### config.mk
export PLATFORM = sky130hd
export DESIGN_NAME = carrier_gen_16bits
export DESIGN_NICKNAME = d
export VERILOG_FILES = /design/src/rtl/carrier_gen_16bits.sv
export SDC_FILE = /design/constraint.sdc
export NUM_CORES = 1
export LEC_CHECK = 0
export CAP_MARGIN = 20
export CORE_AREA = 2 2 80 139
export CTS_CLUSTER_DIAMETER = 100
export DETAILED_ROUTE_END_ITERATION = 10
export DIE_AREA = 0 0 82 141
export DONT_BUFFER_PORTS = 1
export PLACE_DENSITY = 0.76
export SLEW_MARGIN = 20
export SYNTH_ARGS = -nofsm -noshare
export SYNTH_HDL_FRONTEND = slang
export SYNTH_SLANG_ARGS = --single-unit
export TNS_END_PERCENT = 5
### constraint.sdc
create_clock -name clk -period 4.7 [get_ports clk]
set_clock_uncertainty 0.05 [all_clocks]
set_input_delay 0.235 -clock clk [delete_from_list [all_inputs] [get_ports clk]]
set_output_delay 0.235 -clock clk [all_outputs]
set_load 0.01 [all_outputs]
### src/rtl/carrier_gen_16bits.sv
// rtl/carrier_gen_16bits.sv - PWM carrier counter with shadowed period, up/down/up-down modes and phase sync
// Optional feature macro: CARRIER_PRESCALER_EN (adds the prescale port and tick prescaler)
module carrier_gen_16bits #(
    parameter int WIDTH = 16
) (
    input  logic             clk,
    input  logic             reset,
    input  logic             pwm_onoff,
    input  logic [WIDTH-1:0] period,
    input  logic [1:0]       mode,
    input  logic [1:0]       mask_sel,
    input  logic [WIDTH-1:0] phase,
    input  logic             sync_dir,
    input  logic             sync_in,
`ifdef CARRIER_PRESCALER_EN
    input  logic [7:0]       prescale,
`endif
    output logic [WIDTH-1:0] carrier,
    output logic             dir_up,
    output logic             zero_evt,
    output logic             period_evt,
    output logic             maskevent,
    output logic             sync_out
);

    typedef enum logic {ST_IDLE, ST_RUN} state_e;

    localparam logic [1:0] MODE_DOWN = 2'b01;
    localparam logic [1:0] MODE_UPDN = 2'b10;

    state_e           state_q, state_d;
    logic [WIDTH-1:0] carrier_q, carrier_d;
    logic             dir_q, dir_d;
    logic             zero_q, zero_d;
    logic             pevt_q, pevt_d;
    logic             mask_q, mask_d;
    logic [WIDTH-1:0] pa_q, pa_d;
    logic [1:0]       mode_q, mode_d;
    logic [1:0]       msel_q, msel_d;
`ifdef CARRIER_PRESCALER_EN
    logic [7:0]       ps_a_q, ps_a_d;
    logic [7:0]       ps_cnt_q, ps_cnt_d;
`endif

    logic             tick;
    logic             up_mv;
    logic             wrap;
    logic [WIDTH-1:0] nxt;
    logic             nxt_dir;
    logic [WIDTH-1:0] sync_val;

    // Next-state: idle shadowing, sync load, and per-mode counting with cycle-boundary shadow loads
    always_comb begin
        state_d   = pwm_onoff ? ST_RUN : ST_IDLE;
        carrier_d = carrier_q;
        dir_d     = dir_q;
        zero_d    = 1'b0;
        pevt_d    = 1'b0;
        pa_d      = pa_q;
        mode_d    = mode_q;
        msel_d    = msel_q;
`ifdef CARRIER_PRESCALER_EN
        ps_a_d    = ps_a_q;
        ps_cnt_d  = ps_cnt_q;
        tick      = (ps_cnt_q >= ps_a_q);
`else
        tick      = 1'b1;
`endif
        up_mv     = 1'b1;
        wrap      = 1'b0;
        nxt       = carrier_q;
        nxt_dir   = dir_q;
        sync_val  = (phase > pa_q) ? pa_q : phase;

        // Candidate next count; wrap marks the tick that starts a new carrier cycle
        case (mode_q)
            MODE_DOWN: begin
                nxt_dir = 1'b0;
                if (carrier_q == '0 || carrier_q > pa_q) begin
                    // Reload takes the freshly shadowed period so a write on this edge is captured
                    nxt  = period;
                    wrap = 1'b1;
                end else begin
                    nxt = carrier_q - WIDTH'(1);
                end
            end
            MODE_UPDN: begin
                up_mv = dir_q;
                if (dir_q && carrier_q >= pa_q) begin
                    up_mv = 1'b0;
                end else if (!dir_q && carrier_q == '0) begin
                    up_mv = 1'b1;
                end
                if (pa_q == '0) begin
                    nxt = '0;
                end else if (up_mv) begin
                    nxt = carrier_q + WIDTH'(1);
                end else begin
                    nxt = carrier_q - WIDTH'(1);
                end
                // Direction flips on the tick that lands on an extreme
                if (nxt == '0) begin
                    nxt_dir = 1'b1;
                end else if (nxt == pa_q) begin
                    nxt_dir = 1'b0;
                end else begin
                    nxt_dir = up_mv;
                end
                wrap = (nxt == '0);
            end
            default: begin
                nxt_dir = 1'b1;
                if (carrier_q >= pa_q) begin
                    nxt  = '0;
                    wrap = 1'b1;
                end else begin
                    nxt = carrier_q + WIDTH'(1);
                end
            end
        endcase

        if (state_d == ST_IDLE) begin
            pa_d      = period;
            mode_d    = mode;
            msel_d    = mask_sel;
            carrier_d = (mode == MODE_DOWN) ? period : '0;
            dir_d     = (mode != MODE_DOWN);
`ifdef CARRIER_PRESCALER_EN
            ps_a_d    = prescale;
            ps_cnt_d  = '0;
`endif
        end else if (sync_in && state_q == ST_RUN) begin
            carrier_d = sync_val;
            dir_d     = (mode_q == MODE_UPDN) ? sync_dir : (mode_q != MODE_DOWN);
            zero_d    = (sync_val == '0);
            pevt_d    = (sync_val == pa_q);
`ifdef CARRIER_PRESCALER_EN
            ps_cnt_d  = '0;
`endif
        end else if (tick) begin
            carrier_d = nxt;
            dir_d     = nxt_dir;
            if (wrap) begin
                pa_d   = period;
                mode_d = mode;
                msel_d = mask_sel;
`ifdef CARRIER_PRESCALER_EN
                ps_a_d = prescale;
`endif
            end
            zero_d = (nxt == '0);
            pevt_d = (nxt == pa_d);
`ifdef CARRIER_PRESCALER_EN
            ps_cnt_d = '0;
`endif
        end else begin
`ifdef CARRIER_PRESCALER_EN
            ps_cnt_d = ps_cnt_q + 8'd1;
`endif
        end

        mask_d = (msel_d[0] & zero_d) | (msel_d[1] & pevt_d);
    end

    // State, active shadow copies and registered outputs
    always_ff @(posedge clk or negedge reset) begin
        if (!reset) begin
            state_q   <= ST_IDLE;
            carrier_q <= '0;
            dir_q     <= 1'b1;
            zero_q    <= 1'b0;
            pevt_q    <= 1'b0;
            mask_q    <= 1'b0;
            pa_q      <= '0;
            mode_q    <= 2'b00;
            msel_q    <= 2'b00;
`ifdef CARRIER_PRESCALER_EN
            ps_a_q    <= '0;
            ps_cnt_q  <= '0;
`endif
        end else begin
            state_q   <= state_d;
            carrier_q <= carrier_d;
            dir_q     <= dir_d;
            zero_q    <= zero_d;
            pevt_q    <= pevt_d;
            mask_q    <= mask_d;
            pa_q      <= pa_d;
            mode_q    <= mode_d;
            msel_q    <= msel_d;
`ifdef CARRIER_PRESCALER_EN
            ps_a_q    <= ps_a_d;
            ps_cnt_q  <= ps_cnt_d;
`endif
        end
    end

    assign carrier    = carrier_q;
    assign dir_up     = dir_q;
    assign zero_evt   = zero_q;
    assign period_evt = pevt_q;
    assign maskevent  = mask_q;
    assign sync_out   = zero_q;

endmodule
==> metrics.txt, run 1 <==
GR Util All Layers 59.6%; IO Port Bufs 0; post-DP HPWL 24.5 mm; area leader, netlist dfrtp_1; CTS Root Buffer Type clkbuf_16; run status stopped before the end; Cell variety after synth 91; Commonest cells post-synth nand2_1 (85), xnor2_1 (52), nand3_1 (48), nor2_1 (44), dfrtp_1 (40); Syn Inst Count 786; number of flops mapped to enable cells by yosys 0; total congestion overflow 8; largest net degree at the start of global routing 42; initial core utilization 58.1%; asr flop ratio synth 100%; CTS Buffer Depth 2; error msg [ERROR GRT-0116] Global routing finished with congestion. Check the congestion regions in the DRC Viewer.; synthesized flop and latch total 41; YS warnings 0; Post-Syn Area 6110 sq um; first-pass GRT wire length 51.0 mm; Setup Fix Bufs, Post-CTS 0; vias in the first global route 8,319; # IOs 62; chip width 82 microns; most common cell in the synthesized netlist nand2_1; Main synth FF type dfrtp_1; main area contributors after synthesis dfrtp_1 (16%), ha_1 (7.6%), xnor2_1 (7.5%); area fraction of the dominant cell type after synthesis 16.4%; Post-Syn Nets 864; Avg Cell Area, Syn 7.77 sq um; clk sinks 41; sequential cell area fraction in the yosys report 16.8%; Fail Step global routing (5_1_grt); Die H 141 microns; FP Rows 50; RePlAce Congestion 1.17; H-tree level count 2; CTS buffer count 5
[cell families after synthesis]
| group | synth area share [%] |
|---|---|
| flops | 16.8 |
| xor+xnor | 10.9 |
| fa+ha+maj | 7.58 |
| buf+inv | 6.47 |
| mux | 6.02 |
| compound gates | 25.1 |
| simple gates | 27.1 |
[stage by stage]
stage / hold WS (ns) / std cells / instance area (sq um) / setup slack (ns)
2_1_floorplan: -0.111 / 786 / 6110 / 0.0157
3_3_place_gp: -0.110 / 1001 / 7090 / -0.0262
3_5_place_dp: -0.110 / 1001 / 7100 / -0.112
4_1_cts: 0.0235 / 1012 / 7290 / -0.0152
[metal layers]
layer  GRT usage (%)  overflow
met3            28.1         0
met1            62.2         0
met4            61.6         4
met2            82.2         4
met5            1.90         0
[repair_timing]
| action | CTS |
|---|---|
| endpoints found under the hold margin | 43 |
| hold buffers | 3 |
| pin swaps | 1 |
| gates resized for setup | 4 |
| endpoints found under the setup margin | 2 |
==> run 2: changes to the inputs <==
--- a/config.mk
+++ b/config.mk
@@ -6,12 +6,11 @@
 export NUM_CORES = 1
 export LEC_CHECK = 0
 export CAP_MARGIN = 20
-export CORE_AREA = 2 2 80 139
-export CTS_CLUSTER_DIAMETER = 100
+export CORE_AREA = 2 2 127 129
 export DETAILED_ROUTE_END_ITERATION = 10
-export DIE_AREA = 0 0 82 141
+export DIE_AREA = 0 0 129 131
 export DONT_BUFFER_PORTS = 1
-export PLACE_DENSITY = 0.76
+export PLACE_DENSITY_LB_ADDON = 0.15
 export SLEW_MARGIN = 20
 export SYNTH_ARGS = -nofsm -noshare
 export SYNTH_HDL_FRONTEND = slang
==> constraint.sdc (replaced) <==
create_clock -name clk -period 6.1 [get_ports clk]
set_clock_uncertainty 0.05 [all_clocks]
set_input_delay 0.305 -clock clk [delete_from_list [all_inputs] [get_ports clk]]
set_output_delay 0.305 -clock clk [all_outputs]
set_load 0.01 [all_outputs]
==> run 2 against run 1 <==
- the run now ends clean
- area after synthesis stayed put
- synthesized cell count stayed put
==> metrics.txt, run 2 <==
run status finished, final reports clean; CP max FO 10; post-DP HPWL 24.5 mm (-0.20%); post-cts sizing count 0 (-4); Worst path slowest cell a211oi_1; WL final 31.2 mm; P&R area growth vs syn 9.51%; vias in the first global route 6,711; clk_lat worst skew 0.31 ns; first-pass GRT wire length 45.6 mm; sequential cell area fraction in the yosys report 16.8% (unchanged); CP Class register to register; number of flops mapped to enable cells by yosys 0 (unchanged); Commonest cells post-synth nand2_1 (85), xnor2_1 (52), nand3_1 (48), nor2_1 (44), dfrtp_1 (40); Cell variety after synth 91 (unchanged); commonest non-fill, non-tap cells in the layout nand2_1 (85), xnor2_1 (52), nand3_1 (48), buf_4 (45), nor2_1 (44); Post-Syn Nets 864 (unchanged); FP Rows 46 (-8.0%); Antenna Diode Count 0; CP peak stage delay 0.92 ns; Avg Cell Area, Syn 7.77 sq um (unchanged); wire per inst 31.2 microns; final instance area 6690 sq um; CP Capture Type register; remaining design rule violation count 0; Final Core Density 42.9%; power per cell area 692 nW/um^2; GR Util All Layers 37.7%; Final Hold Viols 0; hold_buf cts 3 (unchanged); Post-Syn Area 6110 sq um (unchanged); Setup WS post-layout 0.204 ns; die area 16,900 sq um; P_leak 0.00269 uW; most common cell in the synthesized netlist nand2_1; Setup Fix Bufs, Post-CTS 0 (unchanged); area leader, netlist dfrtp_1; period utilization 96.7%; synthesized flop and latch total 41 (unchanged); CTS Buffer Depth 2 (unchanged); Main synth FF type dfrtp_1; Hold Crit Class input pin to register; Rel. slew slack 29.4%; Worst EP arrival 6.06 ns; Hold WS 0.0749 ns; Final Max Slew Viols 0; multi-input combinational cell area 4690 sq um; YS warnings 0 (unchanged); Top cell by count, worst path a2111o_1; Placed Area 6470 sq um (-8.9%); total congestion overflow 0; core footprint 15,600 sq um; CTS Root Buffer Type clkbuf_16; Setup WS pre-CTS 0.389 ns (+0.502 ns); Reg area 1030 sq um; Via density 6.81; nets 863; RSZ-0062 raised after global routing false; fmax 0.170 GHz; RePlAce Congestion 1.05 (-10%); commonest non-fill, non-tap cell in the layout nand2_1; main area contributors after synthesis dfrtp_1 (16%), ha_1 (7.6%), xnor2_1 (7.5%); CTS buffer count 5 (unchanged); IO Port Bufs 0 (unchanged); Worst EP required 6.26 ns; CP Launch Type register; Detail Route Antenna Nets 0; asr flop ratio synth 100% (unchanged); # setup viols final 0; Worst-Margin Slew 1.05 ns; Layout fillers 1,620; chip width 129 microns (+57%); First-pass DRT Iterations 6; initial antenna violation count 1; initial core utilization 39.2% (-19 points); TritonCTS clock tree yes; # IOs 62 (unchanged); H-tree level count 2 (unchanged); area fraction of the dominant cell type after synthesis 16.4% (unchanged); clk slew on worst S/H paths 0.07 ns; largest net degree at the start of global routing 42; Initial DRC Count 887; Syn Inst Count 786 (unchanged); worst vdd ir 0.000219 V; clk sinks 41 (unchanged); worst path cell trace inv_1 -> ha_1 -> nand4_1 -> a2111o_1 -> and3_1 -> a21oi_4 -> buf_4 -> mux2i_1 -> a211oi_1 -> o21ai_0 -> or4_1 -> a2111o_1 -> o221ai_1; Vias 6,827; Total Neg Setup Slack 0 ns; maximum capacitance violations 0; share of cells above drive strength 1 12.6%; post-layout min period 5.90 ns; Die H 131 microns (-7.1%)
-- run 2: cell counts after synthesis --
No cell type changed its count.
-- run 2: routing by layer --
| layer | routed length (microns) | GRT usage [%] | part of all wire, % | vias to the layer above |
|---|---|---|---|---|
| met5 | 0 | 0 | 0 | - |
| met3 | 3350 | 8.84 | 11 | 93 |
| met4 | 1860 | 20.3 | 6.0 | 0 |
| met2 | 13500 | 58.0 | 43 | 478 |
| met1 | 12600 | 49.0 | 40 | 3300 |
| li1 | - | - | - | 2956 |
-- run 2: per-stage QoR --
stage / instances / total power (uW)
6_report: 1002 / 4630
5_1_grt: 1002 / 4860
4_1_cts: 1002 / 4500
3_5_place_dp: 991 / 4140
3_3_place_gp: 991 / 4170
2_1_floorplan: 786 / 2910
-- run 2: final timing paths --
kind                            from    endpoint  slack (ns)  depth (start not counted)
min                        pwm_onoff      dir_up        0.07                          1
max in group asynchronous      reset      dir_up        5.26                          2
min in group asynchronous      reset  period_evt        0.48                          2
min reg2reg                msel_q[0]   msel_q[0]        0.45                          1
max reg2reg                 pa_q[15]   maskevent        0.20                         13
max                         pa_q[15]   maskevent        0.20                         13
-- run 2: power by group --
| group | switching (uW) | total [uW] | internal (uW) |
|---|---|---|---|
| logic | 2290 | 3660 | 1360 |
| clock network | 142 | 336 | 195 |
| registers | 260 | 635 | 375 |
| total | 2690 | 4630 | 1930 |
-- run 2: final cells by class --
| type | count | area share (%) |
|---|---|---|
| Multi-Input combinational cell | 651 | 70.1 |
| Sequential cell | 41 | 15.4 |
| Timing Repair Buffer | 48 | 5.76 |
| Tap cell | 216 | 4.04 |
| Inverter | 38 | 2.13 |
| Clock buffer | 5 | 1.87 |
| Clock inverter | 3 | 0.692 |
-- run 2: cells by family (layout without fill, tap and decap cells) --
group / Yosys count / count (layout) / synth area share, %
xor+xnor: 76 / 76 / 10.9
fa+ha+maj: 37 / 37 / 7.58
buf+inv: 94 / 94 / 6.47
flops: 41 / 41 / 16.8
simple gates: 309 / 309 / 27.1
compound gates: 194 / 194 / 25.1
mux: 35 / 35 / 6.02
-- run 2: critical path: cells and delay by family (launching register included) --
kind	cells	cell delay [ns]
flip-flops	1	0.65
AND/OR/NAND/NOR	3	1.18
multiplexers	1	0.12
buffers and inverters	2	0.57
adder cells (fa/ha/maj)	1	0.40
AO/OA/AOI/OAI	6	2.81
No activity file was read; power rests on OpenSTA's default activity.
